File: config.mk
export PLATFORM = sky130hd
export DESIGN_NAME = argmax_sequencer
export DESIGN_NICKNAME = d
export VERILOG_FILES = /design/src/rtl/argmax_sequencer.sv
export SDC_FILE = /design/constraint.sdc
export NUM_CORES = 1
export LEC_CHECK = 0
export CORE_MARGIN = 3
export CORE_UTILIZATION = 52
export CTS_CLUSTER_DIAMETER = 30
export DETAILED_ROUTE_END_ITERATION = 6
export PLACE_DENSITY = 0.86
export SYNTH_ARGS = -nofsm -noshare
export SYNTH_HDL_FRONTEND = slang
export SYNTH_SLANG_ARGS = --single-unit
File: constraint.sdc
create_clock -name clk -period 32.5 [get_ports clk]
set_input_delay 6.5 -clock clk [delete_from_list [all_inputs] [get_ports clk]]
set_output_delay 6.5 -clock clk [all_outputs]
set_load 0.005 [all_outputs]
File: src/rtl/argmax_sequencer.sv
`default_nettype none
// ============================================================================
// Module      : argmax_sequencer
// Description : Collects NUM_CLASS serial class scores into the comparator's
//               packed layer_out bus. It then launches the argmax comparator
//               with a one-cycle cmp_valid, waits (bounded) for its result,
//               and holds the predicted class until the consumer takes it.
// Revision    : 1.0 - initial release
// ============================================================================
module argmax_sequencer #(
  parameter int DATA_WIDTH = 29,
  parameter int NUM_CLASS  = 10,
  parameter int TIMEOUT    = 15
) (
  input  logic                            clk,
  input  logic                            rst,
  input  logic                            start,
  input  logic                            abort,
  input  logic                            score_valid,
  output logic                            score_ready,
  input  logic [DATA_WIDTH-1:0]           score_data,
  output logic [DATA_WIDTH*NUM_CLASS-1:0] layer_out,
  output logic                            cmp_valid,
  input  logic                            cmp_ready,
  input  logic [3:0]                      cmp_predict,
  output logic                            out_valid,
  input  logic                            out_ready,
  output logic [3:0]                      out_class,
  output logic                            busy,
  output logic                            err
);

  localparam int CNT_W = (NUM_CLASS > 1) ? $clog2(NUM_CLASS) : 1;
  localparam int TMO_W = (TIMEOUT > 1) ? $clog2(TIMEOUT) : 1;

  localparam logic [CNT_W-1:0] LAST_CNT = CNT_W'(NUM_CLASS - 1);
  localparam logic [TMO_W-1:0] LAST_TMO = TMO_W'(TIMEOUT - 1);

  typedef enum logic [2:0] {
    S_IDLE    = 3'd0,
    S_COLLECT = 3'd1,
    S_LAUNCH  = 3'd2,
    S_WAIT    = 3'd3,
    S_HOLD    = 3'd4
  } state_t;

  state_t           state;
  logic [CNT_W-1:0] cnt;
  logic [TMO_W-1:0] tmo;
  logic             accept;

  // A score word is taken only while collecting; score_ready is already
  // registered so this never depends combinationally on an output path.
  assign accept = (state == S_COLLECT) && score_valid && score_ready;

  // Score bus: slot cnt captures the accepted word; untouched slots and
  // aborted cycles keep their previous contents so the comparator sees a
  // stable bus through LAUNCH and WAIT.
  always_ff @(posedge clk or posedge rst) begin
    if (rst) begin
      layer_out <= '0;
    end else if (accept && !abort) begin
      for (int k = 0; k < NUM_CLASS; k++) begin
        if (cnt == CNT_W'(k)) begin
          layer_out[k*DATA_WIDTH +: DATA_WIDTH] <= score_data;
        end
      end
    end
  end

  // Control FSM: all handshake and status outputs are registered here.
  always_ff @(posedge clk or posedge rst) begin
    if (rst) begin
      state       <= S_IDLE;
      cnt         <= '0;
      tmo         <= '0;
      cmp_valid   <= 1'b0;
      score_ready <= 1'b0;
      out_valid   <= 1'b0;
      out_class   <= 4'd0;
      busy        <= 1'b0;
      err         <= 1'b0;
    end else if (abort) begin
      // Abort wins over everything, including a simultaneous start.
      // err, out_class and layer_out are deliberately left untouched.
      state       <= S_IDLE;
      cnt         <= '0;
      tmo         <= '0;
      cmp_valid   <= 1'b0;
      score_ready <= 1'b0;
      out_valid   <= 1'b0;
      busy        <= 1'b0;
    end else begin
      case (state)
        S_IDLE: begin
          if (start) begin
            state       <= S_COLLECT;
            cnt         <= '0;
            err         <= 1'b0;
            score_ready <= 1'b1;
            busy        <= 1'b1;
          end
        end

        S_COLLECT: begin
          if (accept) begin
            cnt <= cnt + 1'b1;
            if (cnt == LAST_CNT) begin
              // Final word: stop accepting and launch on the next cycle.
              state       <= S_LAUNCH;
              score_ready <= 1'b0;
              cmp_valid   <= 1'b1;
            end
          end
        end

        S_LAUNCH: begin
          cmp_valid <= 1'b0;
          tmo       <= '0;
          state     <= S_WAIT;
        end

        S_WAIT: begin
          tmo <= tmo + 1'b1;
          if (cmp_ready) begin
            out_class <= cmp_predict;
            out_valid <= 1'b1;
            state     <= S_HOLD;
          end else if (tmo == LAST_TMO) begin
            // Comparator never answered: flag and give up on this image.
            err   <= 1'b1;
            state <= S_IDLE;
            busy  <= 1'b0;
          end
        end

        S_HOLD: begin
          if (out_ready && out_valid) begin
            out_valid <= 1'b0;
            state     <= S_IDLE;
            busy      <= 1'b0;
          end
        end

        default: begin
          state       <= S_IDLE;
          cmp_valid   <= 1'b0;
          score_ready <= 1'b0;
          out_valid   <= 1'b0;
          busy        <= 1'b0;
        end
      endcase
    end
  end

endmodule
`default_nettype wire
* Yosys cells after proc, flatten, opt, wreduce, memory -nomap -nowiden
Cells that the tools add are included.
** Operators by class
- Muxes and demuxes :: 35
- Equal/unequal tests :: 29
- Bitwise gates (word level) :: 1
- Add/subtract/negate cells :: 2
- Reduce and logical (&&, ||, !) cells :: 32
** Operators with widths (number)
- 3-bit 2-to-1 mux :: 7
- 2-bit AND reduction :: 10
- 3-bit inequality test (second input constant) :: 6
- 4-bit by 3-bit equality test with 1-bit output (second input constant) :: 4
- 1-bit 2-to-1 mux :: 16
- 4-bit 2-to-1 mux :: 4
- 4-bit one-hot mux with 2 select lines :: 2
- 3-bit one-hot mux with 5 select lines :: 1
- 5-bit AND reduction :: 3
- 4-bit equality test (second input constant) :: 3
- 3-bit AND reduction :: 4
- 3-bit OR reduction :: 3
- 4-bit by 1-bit adder with 4-bit output (second input constant) :: 2
- 4-bit by 2-bit equality test with 1-bit output (second input constant) :: 2
- 2-bit by 1-bit inequality test with 1-bit output (second input constant) :: 4
- 3-bit by 2-bit equality test with 1-bit output (second input constant) :: 2
- 2-bit inequality test (second input constant) :: 3
- 1-bit one-hot mux with 3 select lines :: 2
- 3-bit nonzero test :: 2
- 4-bit by 1-bit equality test with 1-bit output (second input constant) :: 1
- 1-bit logical AND :: 4
- 4-bit logical NOT :: 1
- 4-bit inequality test (second input constant) :: 1
- 1-bit one-hot mux with 2 select lines :: 2
- 10 further kinds :: 10
** Storage, ports and cells
- Output and inout bits :: 299
- Register bits :: 310

* Longest topological paths before layout
Gate-level depths: netlist of the first run.
- Word-level depth :: 6
- Gate-level depth with buffers :: 7
- Depth with buffers taken out :: 5

* Worst setup path before layout of the first run
Ideal clock, no wire load.
- Path type :: in2reg
- From :: input port abort
- To :: register layer_out[145]
- Stages :: 7
- Path buffers :: 4
- Setup time :: 0.125 ns
- Arrival time :: 7.600 ns
- Path slack :: 24.775 ns
- Cells stage by stage :: buf_2 -> nor2_1 -> buf_4 -> nand4_1 -> buf_4 -> buf_6 -> mux2_2
** Between the ends
- Cells in the longest elaborated chain, start to end :: 3
** RTL lines
- start: declaration :: line 18 : input logic abort,
- 1-bit logical NOT :: line 62 : end else if (accept && !abort) begin
- 1-bit logical AND :: line 62
- 2-bit AND reduction (no source line)
- end signal: indexed assignment :: line 65 : layer_out[k*DATA_WIDTH +: DATA_WIDTH] <= score_data;
- end: declaration :: line 22 : output logic [DATA_WIDTH*NUM_CLASS-1:0] layer_out,
No other way between the ends.
A chain may end at the register's enable or synchronous reset.

* Worst setup path in the final report of the first run
- From :: input port abort
- To :: register layer_out[163]
The elaborated chain is that of the path after synthesis.

==> results of run 1 <==
how the worst min path moves through the flow:
stage | start | to | slack (ns) | cells after the start
final | layer_out[252] | layer_out[252] | 0.50 | 1
after detailed placement | layer_out[58] | layer_out[58] | 0.49 | 1
after floorplan | err | err | 0.49 | 1
after global placement | layer_out[22] | layer_out[22] | 0.49 | 1
after CTS | layer_out[243] | layer_out[243] | 0.50 | 1
after global routing | layer_out[243] | layer_out[243] | 0.51 | 1
worst max-delay path, cell delays in order:
cell	delay, ns
clkdlybuf4s50_1	0.64
nor2_1	0.62
nand4_1	0.94
buf_4	0.57
mux2_2	0.32
cell usage after synthesis (2+ instances only):
| cell | number | share of area, % |
|---|---|---|
| buf_4 | 11 | 0.69 |
| nand4b_1 | 3 | 0.22 |
| ha_1 | 6 | 0.62 |
| nand4_1 | 7 | 0.36 |
| o31ai_1 | 2 | 0.12 |
| a21oi_1 | 8 | 0.33 |
| buf_1 | 29 | 0.90 |
| nor2_1 | 3 | 0.094 |
| mux2_2 | 292 | 27 |
| nand2_1 | 8 | 0.25 |
| o211ai_1 | 2 | 0.12 |
| or4_1 | 3 | 0.19 |
| a31oi_1 | 3 | 0.16 |
| buf_6 | 9 | 0.84 |
| buf_2 | 14 | 0.58 |
| dfrtp_1 | 310 | 64 |
| nor2b_1 | 5 | 0.26 |
| mux2_1 | 2 | 0.19 |
| o22ai_1 | 2 | 0.10 |
| nand3_1 | 11 | 0.46 |
| inv_1 | 9 | 0.28 |
| o21ai_0 | 7 | 0.29 |
registers in the layout, indices dropped and copies added, names as in the netlist:
| signal | flops |
|---|---|
| state | 3 |
| busy | 1 |
| out_valid | 1 |
| err | 1 |
| cmp_valid | 1 |
| tmo | 4 |
| out_class | 4 |
| layer_out | 290 |
| cnt | 4 |
| score_ready | 1 |
placed cells by master, fill, tap and decap left out, types with 4 or more instances in the layout:
cell type	instances
o21ai_0	7
bufinv_16	9
clkinv_4	8
clkinv_2	4
ha_1	6
clkinvlp_4	8
buf_4	8
nand4_1	7
a21oi_1	8
inv_1	8
mux2_2	292
clkdlybuf4s50_1	338
clkbuf_16	53
dfrtp_1	310
nand2_1	8
nor2b_1	5
nand3_2	4
nand3_1	7
inv_6	5
clkbuf_8	7
layer usage:
| metal | up-vias | global-route usage, % | wire (um) |
|---|---|---|---|
| met5 | - | 0 | 0 |
| met4 | 0 | 8.19 | 888 |
| met3 | 63 | 8.17 | 2740 |
| met2 | 318 | 45.8 | 16900 |
| met1 | 4055 | 32.1 | 12700 |
| li1 | 3380 | - | - |
power breakdown:
part	leakage [nW]	total [mW]	switching [mW]	internal (mW)
clock	0.905	0.580	0.193	0.387
sequential	4.28	0.407	0.00759	0.400
combinational	3.14	0.0628	0.0268	0.0360
total	8.33	1.05	0.227	0.823
kinds of logic after synthesis:
family / synth area share [%]
multiplexers: 27.5
adder cells (fa/ha/maj): 0.624
AND/OR/NAND/NOR: 2.62
AO/OA/AOI/OAI: 1.40
flip-flops: 64.5
buffers and inverters: 3.33
final cells by class:
| cell class | count | area share [%] |
|---|---|---|
| inverters | 9 | 0.238 |
| flip-flops and latches | 310 | 44.6 |
| clock inverters | 34 | 2.67 |
| clock buffers | 62 | 8.23 |
| repair buffers | 346 | 19.8 |
| multi-input cells | 378 | 22.4 |
| well taps | 285 | 2.05 |
per-stage QoR:
step	util (%)	std cells
6_report	76.5	1424
5_1_grt	76.5	1424
4_1_cts	76.5	1424
3_5_place_dp	68.2	1328
3_3_place_gp	68.2	1328
2_1_floorplan	-	761
==> qor.txt, run 1 <==
Worst-case reg-to-reg path depth = 4
Status = finished, final reports clean
Maximum vdd drop = 0.0576 mV
Clock-pin transition on the worst setup and hold timing paths = 0.05 ns
Crit path launch type = primary input
Post-synth EDFFs = 0
First-pass GRT wire length = 50,300 um
Syn_nets = 807
Unique masters post-synth = 37
Core footprint = 22,700 sq um
DR DRC count = 0
Filler cells = 1,313
Pins Over Slew Limit = 0
Post-synthesis cell area = 12,000 sq um
Count of state elements after synthesis = 310
CTS root buf = clkbuf_16
Placed cell areas = 15,500 sq um
Critical path destination = layer_out[163]
Site Rows = 55
Power Density = 60.4 nW/um^2
Area Growth Syn to Fin = 44.5%
Tmin final = 9.18 ns
Reg area = 7760 sq um
Slew @ Worst Pin = 1.12 ns
Post-Syn Area per Cell = 15.8 sq um
Tot Pwr = 1.05 mW
Pre-antenna DRT Iters = 4
Post-CTS resize count = 0
GRT Total Usage = 26.5%
Pre-CTS setup slack = 22.85 ns
Initial antenna violation count = 0
Maximum root-to-sink buffer count = 3
Final Setup Violations = 0
Via count of the first global-routing pass = 8,375
FF-to-FF setup slack = 29.46 ns
Max-cap violations = 0
Multi-input logic area = 3890 sq um
Leak Pwr = 8.33 nW
CTS H-tree lvls = 2
Arrival @ worst endpoint = 9.60 ns
Num CTS Buffers = 52
Setup TNS Final = 0 ns
Global route total overflow = 0
Crit share post-route = 28.3%
Share of flip-flops with an asynchronous set or reset = 100%
Antenna viol nets, final = 0
DR vias = 7,816
# IOs = 339
Layout cells sized above 1 = 35.5%
Die X = 158 um
Ys flop type = dfrtp_1
Worst Skew = 0.0217 ns
Crit path launch = abort
Cts hold-fix bufs = 0
Crit-path max FO = 19
Setup bufs post-CTS = 0
Critical R2R Launch = state[2]
CTS Sinks = 310
Final Wtd Congestion = 0.854
Reg2reg end = layer_out[163]
Initial Util = 53.0%
Sequential-to-total area share from yosys stat = 64.5%
WL/cell = 23.4 um
Vias per std cell = 5.49
Nets@finish = 1,143
CP endpoint kind = register
DP Wirelength = 21,100 um
Largest net degree at the start of global routing = 153
WHS = 0.498 ns
Crit Path Category = in -> reg
DRT iter0 DRCs = 308
Cells after Synth = 761
Die Area = 25,000 sq um
Hold Violations, Final = 0
Clk_lat worst skew = 0.55 ns
Final Worst Setup Slack = 23.32 ns
Diodes inserted = 0
Hold crit path type = reg -> reg
Relative slew slack = 25.3%
Warning count from the yosys run = 0
Maximum clock frequency = 109 MHz
CP Data Required Time = 32.91 ns
CTS tree = built
Die height = 158 um
Final WL = 33,300 um
Port Buffers = 338
RSZ-0062 raised after global routing = no
Post-route design area = 17,400 sq um
Note: power is estimated with default switching activity, not from simulation.
==> run 2, diff against run 1 <==
CORE_UTILIZATION = 43   (was 52)
PLACE_DENSITY = 0.76   (was 0.86)
clock period = 8.2 ns   (was 32.5 ns; I/O delays follow)
==> run 2 against run 1 <==
Clock skew is 0.0021 ns lower. Combinational power grew to 4.0 times the previous value. Power grew to 4.3 times the previous value. Register-to-register slack worse by 24 ns. Critical path depth stayed put. First-iteration DRC count is 47% higher. Global-route usage is 4.7 points lower. Highest routed layer unchanged.
==> qor.txt, run 2 (synthesis gave the netlist of run 1 again) <==
Initial antenna violation count = 0 (unchanged)
Largest net degree at the start of global routing = 186 (+22%)
Maximum clock frequency = 236 MHz
Placed cell areas = 15,600 sq um (+0.86%)
Clk_lat worst skew = 0.56 ns (about the same)
Status = finished, final reports clean
CP endpoint kind = register
Post-CTS resize count = 0 (unchanged)
WL/cell = 21.5 um (-7.9%)
Setup bufs post-CTS = 0 (unchanged)
Num CTS Buffers = 61 (+17%)
Final Worst Setup Slack = 3.97 ns (-19.35 ns)
Final Wtd Congestion = 0.782 (-8.5%)
Cts hold-fix bufs = 0 (unchanged)
Arrival @ worst endpoint = 4.66 ns (-4.94 ns)
Power Density = 253 nW/um^2 (+320%)
Tmin final = 4.23 ns
RSZ-0062 raised after global routing = no
Tot Pwr = 4.51 mW (+330%)
Nets@finish = 1,154 (+0.96%)
CTS H-tree lvls = 2 (unchanged)
DR vias = 7,861 (+0.58%)
Hold Violations, Final = 0 (unchanged)
Max FFs per register = 290 (unchanged)
GRT Total Usage = 21.8% (-4.7 points)
Clock-pin transition on the worst setup and hold timing paths = 0.05 ns (about the same)
Global route total overflow = 0 (unchanged)
Reg with most FFs = layer_out
Maximum root-to-sink buffer count = 3 (unchanged)
Worst Skew = 0.0196 ns (-0.00211 ns)
Slew @ Worst Pin = 1.11 ns (-0.00962 ns)
Commonest cells after routing, fill and taps aside = clkdlybuf4s50_1, dfrtp_1, mux2_2
DRT iter0 DRCs = 453 (+47%)
Hold crit path type = reg -> reg
Crit Path Category = in -> reg
First-pass GRT wire length = 51,200 um (+1.8%)
Pre-antenna DRT Iters = 4 (unchanged)
Die X = 173 um (+9.6%)
Crit share post-route = 51.6%
Leak Pwr = 8.51 nW (+2.2%)
Final Setup Violations = 0 (unchanged)
Crit-path max FO = 17 (-2)
Site Rows = 60 (+9.1%)
CTS root buf = clkbuf_16
Layout cells sized above 1 = 36.2% (+0.71 points)
Vias per std cell = 5.13 (-6.6%)
Die Area = 30,000 sq um (+20%)
Core footprint = 27,300 sq um (+20%)
Initial Util = 44.1% (-8.8 points)
Via count of the first global-routing pass = 8,369 (-0.072%)
Maximum vdd drop = 0.170 mV (+200%)
Port Buffers = 338 (unchanged)
Relative slew slack = 26.0% (+0.64 points)
Pins Over Slew Limit = 0 (unchanged)
Diodes inserted = 0 (unchanged)
# IOs = 339 (unchanged)
Setup TNS Final = 0 ns (unchanged)
CTS tree = built
CTS Sinks = 310 (unchanged)
Crit path launch type = primary input
Antenna viol nets, final = 0 (unchanged)
CP max stage delay = 0.86 ns (-0.08 ns)
Max-cap violations = 0 (unchanged)
Final WL = 33,000 um (-0.89%)
DR DRC count = 0 (unchanged)
CP Data Required Time = 8.63 ns (-24.28 ns)
Commonest non-fill, non-tap cell in the layout = clkdlybuf4s50_1
Area Growth Syn to Fin = 48.5%
Crit path max-delay cell type = nand4_1
DP Wirelength = 21,300 um (+0.86%)
Crit-path cells = clkdlybuf4s50_1 -> nor2_1 -> nand4_1 -> buf_4 -> mux2_2
Pre-CTS setup slack = 3.34 ns (-19.51 ns)
Post-route design area = 17,900 sq um (+2.8%)
Die height = 173 um (+9.6%)
==> run 2: changes by cell type in the layout (fill, tap and decap cells not counted), sizes merged <==
| cell | previous run | this run |
|---|---|---|
| clkbuf | 62 | 77 |
| bufinv | 9 | 12 |
| clkinv | 12 | 15 |
| inv | 14 | 13 |
| buf | 8 | 10 |
==> run 2: metal layers <==
layer	share of wire, %	wire, um	track usage [%]
met4	2.4	800	6.15
met5	0	0	0
met1	41	13600	27.7
met2	49	16300	36.8
met3	6.9	2280	6.24
==> run 2: per-stage QoR <==
step	util, %	hold slack [ns]	cells
global placement	57.3	0.477	1417
detailed placement	57.3	0.492	1417
global route	65.6	0.506	1533
finish	65.6	0.498	1533
CTS	65.6	0.502	1533
floorplan	-	0.488	761
==> run 2: final cells by class <==
class / count / area, sq um
fill: 1970 / 9390
sequential: 310 / 7760
multi-input combinational: 378 / 3890
timing repair buffer: 348 / 3470
clock buffer: 77 / 1690
clock inverter: 39 / 554
tap: 372 / 465
inverter: 9 / 37.5
==> run 2: path summary, 6_finish.rpt <==
| path | start | endpoint | slack [ns] | cells after the start |
|---|---|---|---|---|
| min in group asynchronous | rst | layer_out[40] | 1.63 | 3 |
| hold reg to reg | layer_out[229] | layer_out[229] | 0.50 | 1 |
| hold / removal | layer_out[229] | layer_out[229] | 0.50 | 1 |
| max in group asynchronous | rst | layer_out[19] | 5.07 | 4 |
| setup reg to reg | state[0] | layer_out[263] | 5.25 | 4 |
| setup / recovery | abort | layer_out[263] | 3.97 | 5 |
==> run 2: report_power, final <==
part | internal, mW | switching (mW)
Clock | 1.83 | 0.812
Combinational | 0.143 | 0.108
Sequential | 1.59 | 0.0289
Total | 3.56 | 0.949
==> run 2: critical path: cells and delay by family <==
family / cells / cell delay (ns)
buf+inv: 2 / 1.20
simple gates: 2 / 1.48
mux: 1 / 0.31
==> run 3, diff against run 2 <==
CORE_UTILIZATION = 48   (was 43)
PLACE_DENSITY = 0.8   (was 0.76)
clock period = 4.44 ns   (was 8.2 ns; I/O delays follow)
==> run 3 against run 2 <==
Count of clock-buffer cells in the layout fell by 8. Sequential share of layout area rose by 0.73 points. Core utilization rose by 6.3 points. First-iteration DRC count fell by 8.4%. Combinational power rose by 97%. Hold slack improved by 0.00052 ns. Power rose by 69%. Wire length rose by 3.2%. Worst setup slack got worse by 2.4 ns. Largest cell class unchanged.
==> qor.txt, run 3 (synthesis gave the netlist of run 1 again) <==
Status = finished, final reports clean
CTS tree = built
Vias per std cell = 5.29 (+3.1%)
Hold crit path type = reg -> reg
Area Growth Syn to Fin = 46.1%
GRT Total Usage = 25.0% (+3.1 points)
DRT iter0 DRCs = 415 (-8.4%)
Arrival @ worst endpoint = 3.26 ns (-1.40 ns)
CTS Sinks = 310 (unchanged)
Layout cells sized above 1 = 36.2% (+0.070 points)
Hold Violations, Final = 0 (unchanged)
Crit share post-route = 64.1%
Switching Fraction = 21.9% (+0.91 points)
Max FFs per register = 290 (unchanged)
Via count of the first global-routing pass = 8,356 (-0.16%)
Crit-path max FO = 15 (-2)
Largest net degree at the start of global routing = 93 (-50%)
CTS H-tree lvls = 2 (unchanged)
Reg with most FFs = layer_out
Slew @ Worst Pin = 0.776 ns (-0.333 ns)
FF-to-FF setup slack = 1.92 ns (-3.33 ns)
Crit path launch type = primary input
Maximum vdd drop = 0.357 mV (+110%)
Initial antenna violation count = 0 (unchanged)
Nets@finish = 1,158 (+0.35%)
Final Setup Violations = 0 (unchanged)
Pins Over Slew Limit = 0 (unchanged)
Global route total overflow = 0 (unchanged)
Setup bufs post-CTS = 0 (unchanged)
Initial Util = 49.2% (+5.0 points)
Worst Skew = 0.00947 ns (-0.0101 ns)
Die X = 164 um (-5.2%)
Final WL = 34,000 um (+3.2%)
CP Data Required Time = 4.85 ns (-3.78 ns)
Die Area = 27,000 sq um (-10%)
Port Buffers = 338 (unchanged)
Core footprint = 24,500 sq um (-10%)
Worst-case reg-to-reg path depth = 4 (unchanged)
Site Rows = 57 (-5.0%)
Diodes inserted = 0 (unchanged)
Clock power share = 54.4% (-4.3 points)
First-pass GRT wire length = 51,100 um (-0.13%)
Crit path max-delay cell type = clkdlybuf4s50_1
Clk_lat worst skew = 0.54 ns (-0.02 ns)
CTS root buf = clkbuf_16
Commonest non-fill, non-tap cell in the layout = clkdlybuf4s50_1
Pre-antenna DRT Iters = 4 (unchanged)
Seq pwr share = 39.2% (+3.4 points)
WHS = 0.499 ns (+0.000525 ns)
# IOs = 339 (unchanged)
Leak Pwr = 8.42 nW (-1.1%)
Final Wtd Congestion = 0.807 (+3.2%)
RSZ-0062 raised after global routing = no
DP Wirelength = 22,800 um (+6.7%)
Cts hold-fix bufs = 0 (unchanged)
DR vias = 7,822 (-0.50%)
CP endpoint kind = register
Relative slew slack = 48.1% (+22 points)
WHS Endpoint = err
DR DRC count = 0 (unchanged)
Antenna viol nets, final = 0 (unchanged)
NetSw = 1.68 mW (+77%)
Critical R2R Launch = state[0]
Clock-pin transition on the worst setup and hold timing paths = 0.05 ns (about the same)
Post-CTS resize count = 0 (unchanged)
Die height = 164 um (-5.2%)
Commonest cells after routing, fill and taps aside = clkdlybuf4s50_1, dfrtp_1, mux2_2
WL/cell = 23.0 um (+6.9%)
Crit-path cells = clkdlybuf4s50_1 -> nor4_4 -> nand3_2 -> buf_4 -> mux2_2
Placed cell areas = 15,700 sq um (+0.38%)
Reg2reg end = layer_out[79]
Worst Hold Path Cells = 1 (unchanged)
Power Density = 435 nW/um^2 (+72%)
Hold_sp = err
CP max stage delay = 0.62 ns (-0.24 ns)
Maximum root-to-sink buffer count = 3 (unchanged)
Num CTS Buffers = 54 (-11%)
Max-cap violations = 0 (unchanged)
Maximum clock frequency = 351 MHz
Tmin final = 2.85 ns
P_int = 5.96 mW (+67%)
Comb pwr share = 6.5% (+0.9 points)
Crit Path Category = in -> reg
Post-route design area = 17,600 sq um (-1.7%)
run 3: cell types whose count changed in the layout (fill, tap and decap cells not counted):
cell | previous run | this run
clkbuf_16 | 63 | 57
clkinv_2 | 9 | 10
clkinvlp_4 | 8 | 5
clkbuf_1 | 8 | 4
bufinv_16 | 12 | 5
clkinv_4 | 6 | 7
buf_4 | 9 | 17
buf_12 | 1 | 4
clkbuf_8 | 6 | 8
run 3: through the flow:
step	setup slack [ns]	util [%]	power [mW]	std cells	setup TNS [ns]
after floorplan	-0.575	-	3.20	761	-178.23
after global placement	1.15	64.1	3.52	1380	0
after detailed placement	1.02	64.1	3.54	1380	0
after CTS	1.59	71.8	7.72	1480	0
after global routing	1.52	71.8	7.90	1480	0
final	1.59	71.8	7.64	1480	0
run 3: worst max-delay path by stage:
stage | start | endpoint
6_report | abort | layer_out[79]
3_3_place_gp | abort | layer_out[81]
5_1_grt | abort | layer_out[93]
3_5_place_dp | abort | layer_out[81]
2_1_floorplan | rst | busy
4_1_cts | abort | layer_out[79]
run 3: cell type report:
type                    count  area [sq um]
clock buffers              69          1550
repair buffers            359          3590
inverters                   9          37.5
well taps                 324           405
fillers                  1601          6890
flip-flops and latches    310          7760
clock inverters            31           335
multi-input cells         378          3890
run 3: power groups by stage:
stage / clock network, mW / logic (mW) / registers (mW)
floorplan: 0 / 0.170 / 3.03
global placement: 0 / 0.493 / 3.03
detailed placement: 0 / 0.500 / 3.04
CTS: 4.22 / 0.505 / 2.99
global route: 4.37 / 0.533 / 3.00
finish: 4.15 / 0.494 / 2.99
run 3: worst max-delay path, delay by kind of cell:
| kind | cells | cell delay [ns] |
|---|---|---|
| buf+inv | 2 | 1.03 |
| mux | 1 | 0.30 |
| simple gates | 2 | 1.02 |
run 3: per-layer routing:
| layer | part of all wire (%) | track usage (%) | routed length, um | up-vias |
|---|---|---|---|---|
| met2 | 50 | 42.4 | 16900 | 300 |
| met5 | 0 | 0 | 0 | - |
| met3 | 8.5 | 7.99 | 2900 | 66 |
| li1 | - | - | - | 3415 |
| met4 | 2.6 | 7.27 | 874 | 0 |
| met1 | 39 | 30.6 | 13300 | 4041 |
==> RTL change 1, RTL diff (config.mk and constraints of run 3) <==
The parameter `NUM_CLASS` goes from 10 to 20.
--- a/src/rtl/argmax_sequencer.sv
+++ b/src/rtl/argmax_sequencer.sv
@@ -9,7 +9,7 @@
 // ============================================================================
 module argmax_sequencer #(
   parameter int DATA_WIDTH = 29,
-  parameter int NUM_CLASS  = 10,
+  parameter int NUM_CLASS  = 20,
   parameter int TIMEOUT    = 15
 ) (
   input  logic                            clk,
Interface: changed (resized layer_out); port bits go from 339 to 629. No check against the original RTL was run, so the function may have changed too.
==> RTL change 1 against run 3 <==
- count of clock-buffer cells in the layout up 70
- worst setup slack worse by 0.14 ns
- sequential share of layout area up 0.079 points
- synthesized area up 91%
- sequential cell count up 291
- routed wire length up 130%
- sequential power up 91%
- design area up 94%
- power up 100%
- non-clock buffer count up 305
- critical path type unchanged
- largest cell class unchanged
- highest routed layer is now met5
==> RTL change 1: results (changes against run 3) <==
| Metric | Value |
|---|---|
| Status | complete, no violations |
| Clock Power Share | 58.3% (+3.9 points) |
| Routed Wire Length | 77.58 mm (+130%) |
| I/O Buffers | 628 (+86%) |
| RePlAce Congestion | 0.8342 (+3.4%) |
| Synthesized net count | 1483 (+84%) |
| CP Max Fanout | 29 (+14) |
| Initial antenna violation count | 1 (+1) |
| Min-Delay Endpoint | layer_out[526] |
| H-tree depth | 3 (+1) |
| Distinct cells, synth | 45 (+22%) |
| Layout fillers | 2832 (+77%) |
| Combinational share of power | 5.0% (-1.5 points) |
| Lkg Pwr | 16.32 nW (+94%) |
| Layout cells sized above 1 | 35.53% (-0.72 points) |
| Inserted Clock Buffers | 114 (+110%) |
| Crit path max-delay family | simple AND/OR/NAND/NOR gates |
| Later-pin clock latency in the skew report | 0.65 ns (+0.11 ns) |
| Met2 Track Usage GR | 51.59% (+9.2 points) |
| Compound-cell area share of the yosys netlist | 0.9850% (-0.42 points) |
| Vias in the first global route | 17096 (+100%) |
| Multiplexer share of the synthesized area | 28.65% (+1.1 points) |
| Peak VDD IR | 0.4431 mV (+24%) |
| Setup slack, reg-to-reg | 1.57 ns (-0.35 ns) |
| Final HPWL DP | 50.37 mm (+120%) |
RTL change 1: changes by cell type after synthesis, sizes merged, moves of 3 or more:
cell / run 3 / this run
inv: 9 / 6
nand2: 8 / 15
nor3: 0 / 7
nor2: 3 / 19
nand4: 7 / 2
and3: 0 / 5
clkbuf: 1 / 72
mux2: 294 / 584
dfrtp: 310 / 601
buf: 63 / 53
RTL change 1: area by class of cell:
cell class	count	area, µm²	share of cell area (%)
inverters	7	30.03	0.08832
well taps	607	759.5	2.234
clock buffers	139	3128	9.200
multi-input cells	703	7423	21.83
flip-flops and latches	601	15040	44.23
repair buffers	664	6631	19.50
clock inverters	73	987.2	2.904
RTL change 1: stage by stage:
stage | std cells | hold slack, ns | utilization [%]
finish | 2794 | 0.4812 | 72.41
global route | 2794 | 0.5045 | 72.41
CTS | 2794 | 0.4860 | 72.41
detailed placement | 2582 | 0.4751 | 63.65
global placement | 2582 | 0.4676 | 63.65
floorplan | 1436 | 0.4742 | -
==> RTL change 2, RTL diff (settings of run 3) <==
Without the edit above. Re-encode `state_t` (5 states) as Gray code, 3 bits wide.
--- a/src/rtl/argmax_sequencer.sv
+++ b/src/rtl/argmax_sequencer.sv
@@ -37,11 +37,11 @@
   localparam logic [TMO_W-1:0] LAST_TMO = TMO_W'(TIMEOUT - 1);
 
   typedef enum logic [2:0] {
-    S_IDLE    = 3'd0,
-    S_COLLECT = 3'd1,
-    S_LAUNCH  = 3'd2,
-    S_WAIT    = 3'd3,
-    S_HOLD    = 3'd4
+    S_IDLE    = 3'b000,
+    S_COLLECT = 3'b001,
+    S_LAUNCH  = 3'b011,
+    S_WAIT    = 3'b010,
+    S_HOLD    = 3'b110
   } state_t;
 
   state_t           state;
Formal check against the unedited RTL: same outputs for any inputs over 4 cycles, from zero or initial values and one cycle with rst high; so few cycles prove little.
==> RTL change 2 against run 3 <==
- worst hold slack worse by 0.015 ns
- routed wire length decreased by 0.93%
- design area grew 1.4%
- register-to-register slack lost 0.08 ns
- sequential power grew 3%
- worst setup slack got worse by 0.17 ns
- fmax decreased by 5.6%
- synthesized area rose by 1.1%
- sequential cell count did not move
- clock power grew 6.0%
- power rose by 7.7%
- largest cell class unchanged
- largest power group unchanged
==> RTL change 2: results (changes against run 3) <==
| Metric | Value |
|---|---|
| Clk_skew | 0.01252 ns (+0.003056 ns) |
| CTS resizes | 0 (unchanged) |
| Ys flop type | dfrtp_1 |
| Max incr delay on CP | 0.70 ns (+0.08 ns) |
| Final HPWL DP | 22.46 mm (-1.3%) |
| First-pass GRT wire length | 51.25 mm (+0.28%) |
| CP Max Fanout | 12 (-3) |
| Inserted Clock Buffers | 56 (+3.7%) |
| Peak VDD IR | 0.3624 mV (+1.5%) |
| Reg2reg start | state[0] |
| Layout Nets | 1162 (+0.35%) |
| Vias in the first global route | 8588 (+2.8%) |
| Cell-internal power | 6.362 mW (+6.7%) |
| Synthesized instance count | 765 (+0.53%) |
| Sequential area share after synthesis | 63.81% (-0.68 points) |
| Tot GR Track Use | 24.62% (-0.33 points) |
| R2R depth | 4 (unchanged) |
| I/O Buffers | 338 (unchanged) |
| Max clock buf depth | 3 (unchanged) |
| Min Hold Slack | 0.4837 ns (-0.01486 ns) |
| Synth Area in XOR/XNOR | 0.07205% (+0.072 points) |
| Later-pin clock latency in the skew report | 0.54 ns (about the same) |
| Layout cells sized above 1 | 30.38% (-5.9 points) |
| Detailed Routing Iterations Pass 1 | 4 (unchanged) |
| Synthesized net count | 811 (+0.50%) |
| Max-slew headroom | 40.86% (-7.3 points) |
| Crit path max-delay family | simple AND/OR/NAND/NOR gates |
| Distinct cells, synth | 48 (+30%) |
| Top cells by area, synth | dfrtp_1 64%, mux2_2 19%, mux2_1 7.3%, mux2_4 1.2%, buf_1 0.93% |
| Initial DRC Count | 393 (-5.3%) |
| Hold_sp | layer_out[10] |
| Compound-cell area share of the yosys netlist | 1.420% (+0.016 points) |
| Vias after detailed routing | 7869 (+0.60%) |
| FFs w/ async S/R, synth | 100.0% (unchanged) |
| Min-Delay Endpoint | layer_out[10] |
| DP Cell Count | 1382 (+0.14%) |
| Status | complete, no violations |
| Lkg Pwr | 8.596 nW (+2.1%) |
| Reg-to-Reg End | layer_out[11] |
| Post-synth top cells | 310 x dfrtp_1, 206 x mux2_2, 79 x mux2_1, 30 x buf_1 |
| Setup bufs post-CTS | 0 (unchanged) |
| Setup slack, reg-to-reg | 1.84 ns (-0.08 ns) |
| DR WL/cell | 22.68 µm (-1.3%) |
| Critical Path AT | 3.43 ns (+0.17 ns) |
| Initial antenna violation count | 0 (unchanged) |
| CP max stage cell | nor3b_4 |
| Multiplexer share of the synthesized area | 27.96% (+0.44 points) |
| RePlAce Congestion | 0.8224 (+1.9%) |
| Synth Area in Adders | 0.6175% (-0.0066 points) |
| Largest Register | layer_out |
| Placed cell area | 15820 µm² (+0.86%) |
| Hold Path Stages | 1 (unchanged) |
| Largest net degree at the start of global routing | 68 (-27%) |
| DR vias/cell | 5.295 (+0.19%) |
[RTL change 2: power groups by stage]
stage / Sequential (mW) / Combinational, mW / Clock, mW
global placement: 3.13 / 0.731 / 0
global route: 3.11 / 0.799 / 4.62
finish: 3.09 / 0.737 / 4.40
detailed placement: 3.13 / 0.743 / 0
floorplan: 3.12 / 0.288 / 0
CTS: 3.09 / 0.749 / 4.47
[RTL change 2: stage by stage]
step / setup slack [ns] / util (%)
after floorplan: -0.5749 / -
after global placement: 0.9178 / 64.28
after detailed placement: 0.8462 / 64.28
after CTS: 1.431 / 72.42
after global routing: 1.282 / 72.42
final: 1.426 / 72.42
[RTL change 2: logic make-up (layout without fill, tap and decap cells)]
group | count (synthesis) | after routing
simple gates | 50 | 50
fa+ha+maj | 6 | 6
flops | 310 | 310
mux | 299 | 299
xor+xnor | 1 | 1
compound gates | 24 | 24
buf+inv | 75 | 472
[RTL change 2: worst max path at each step]
| stage | from | endpoint | depth (start not counted) |
|---|---|---|---|
| floorplan | rst | busy | 1 |
| global placement | abort | layer_out[289] | 5 |
| detailed placement | abort | layer_out[288] | 5 |
| CTS | abort | layer_out[288] | 5 |
| global route | abort | layer_out[284] | 5 |
| finish | abort | layer_out[288] | 5 |
[RTL change 2: per-layer routing]
layer  vias up  wire (µm)  global-route usage [%]
met2       308      16500                   41.17
met3        58       3007                   8.406
met4         0        856                   7.358
li1       3419          -                       -
met1      4084      13330                   30.37
met5         -          0                       0
[RTL change 2: worst register-to-register path, stage by stage, from the launching register on]
cell and delay (ns):
dfrtp_1 0.61, nor4b_2 0.64, nand3_2 0.49, buf_4 0.39
mux2_1 0.34
[RTL change 2: layout make-up]
cell class / count / area (µm²)
sequential: 310 / 7757
inverter: 10 / 41.29
clock buffer: 68 / 1559
timing repair buffer: 358 / 3571
multi-input combinational: 380 / 4041
fill: 1593 / 6785
clock inverter: 36 / 444.2
tap: 324 / 405.4
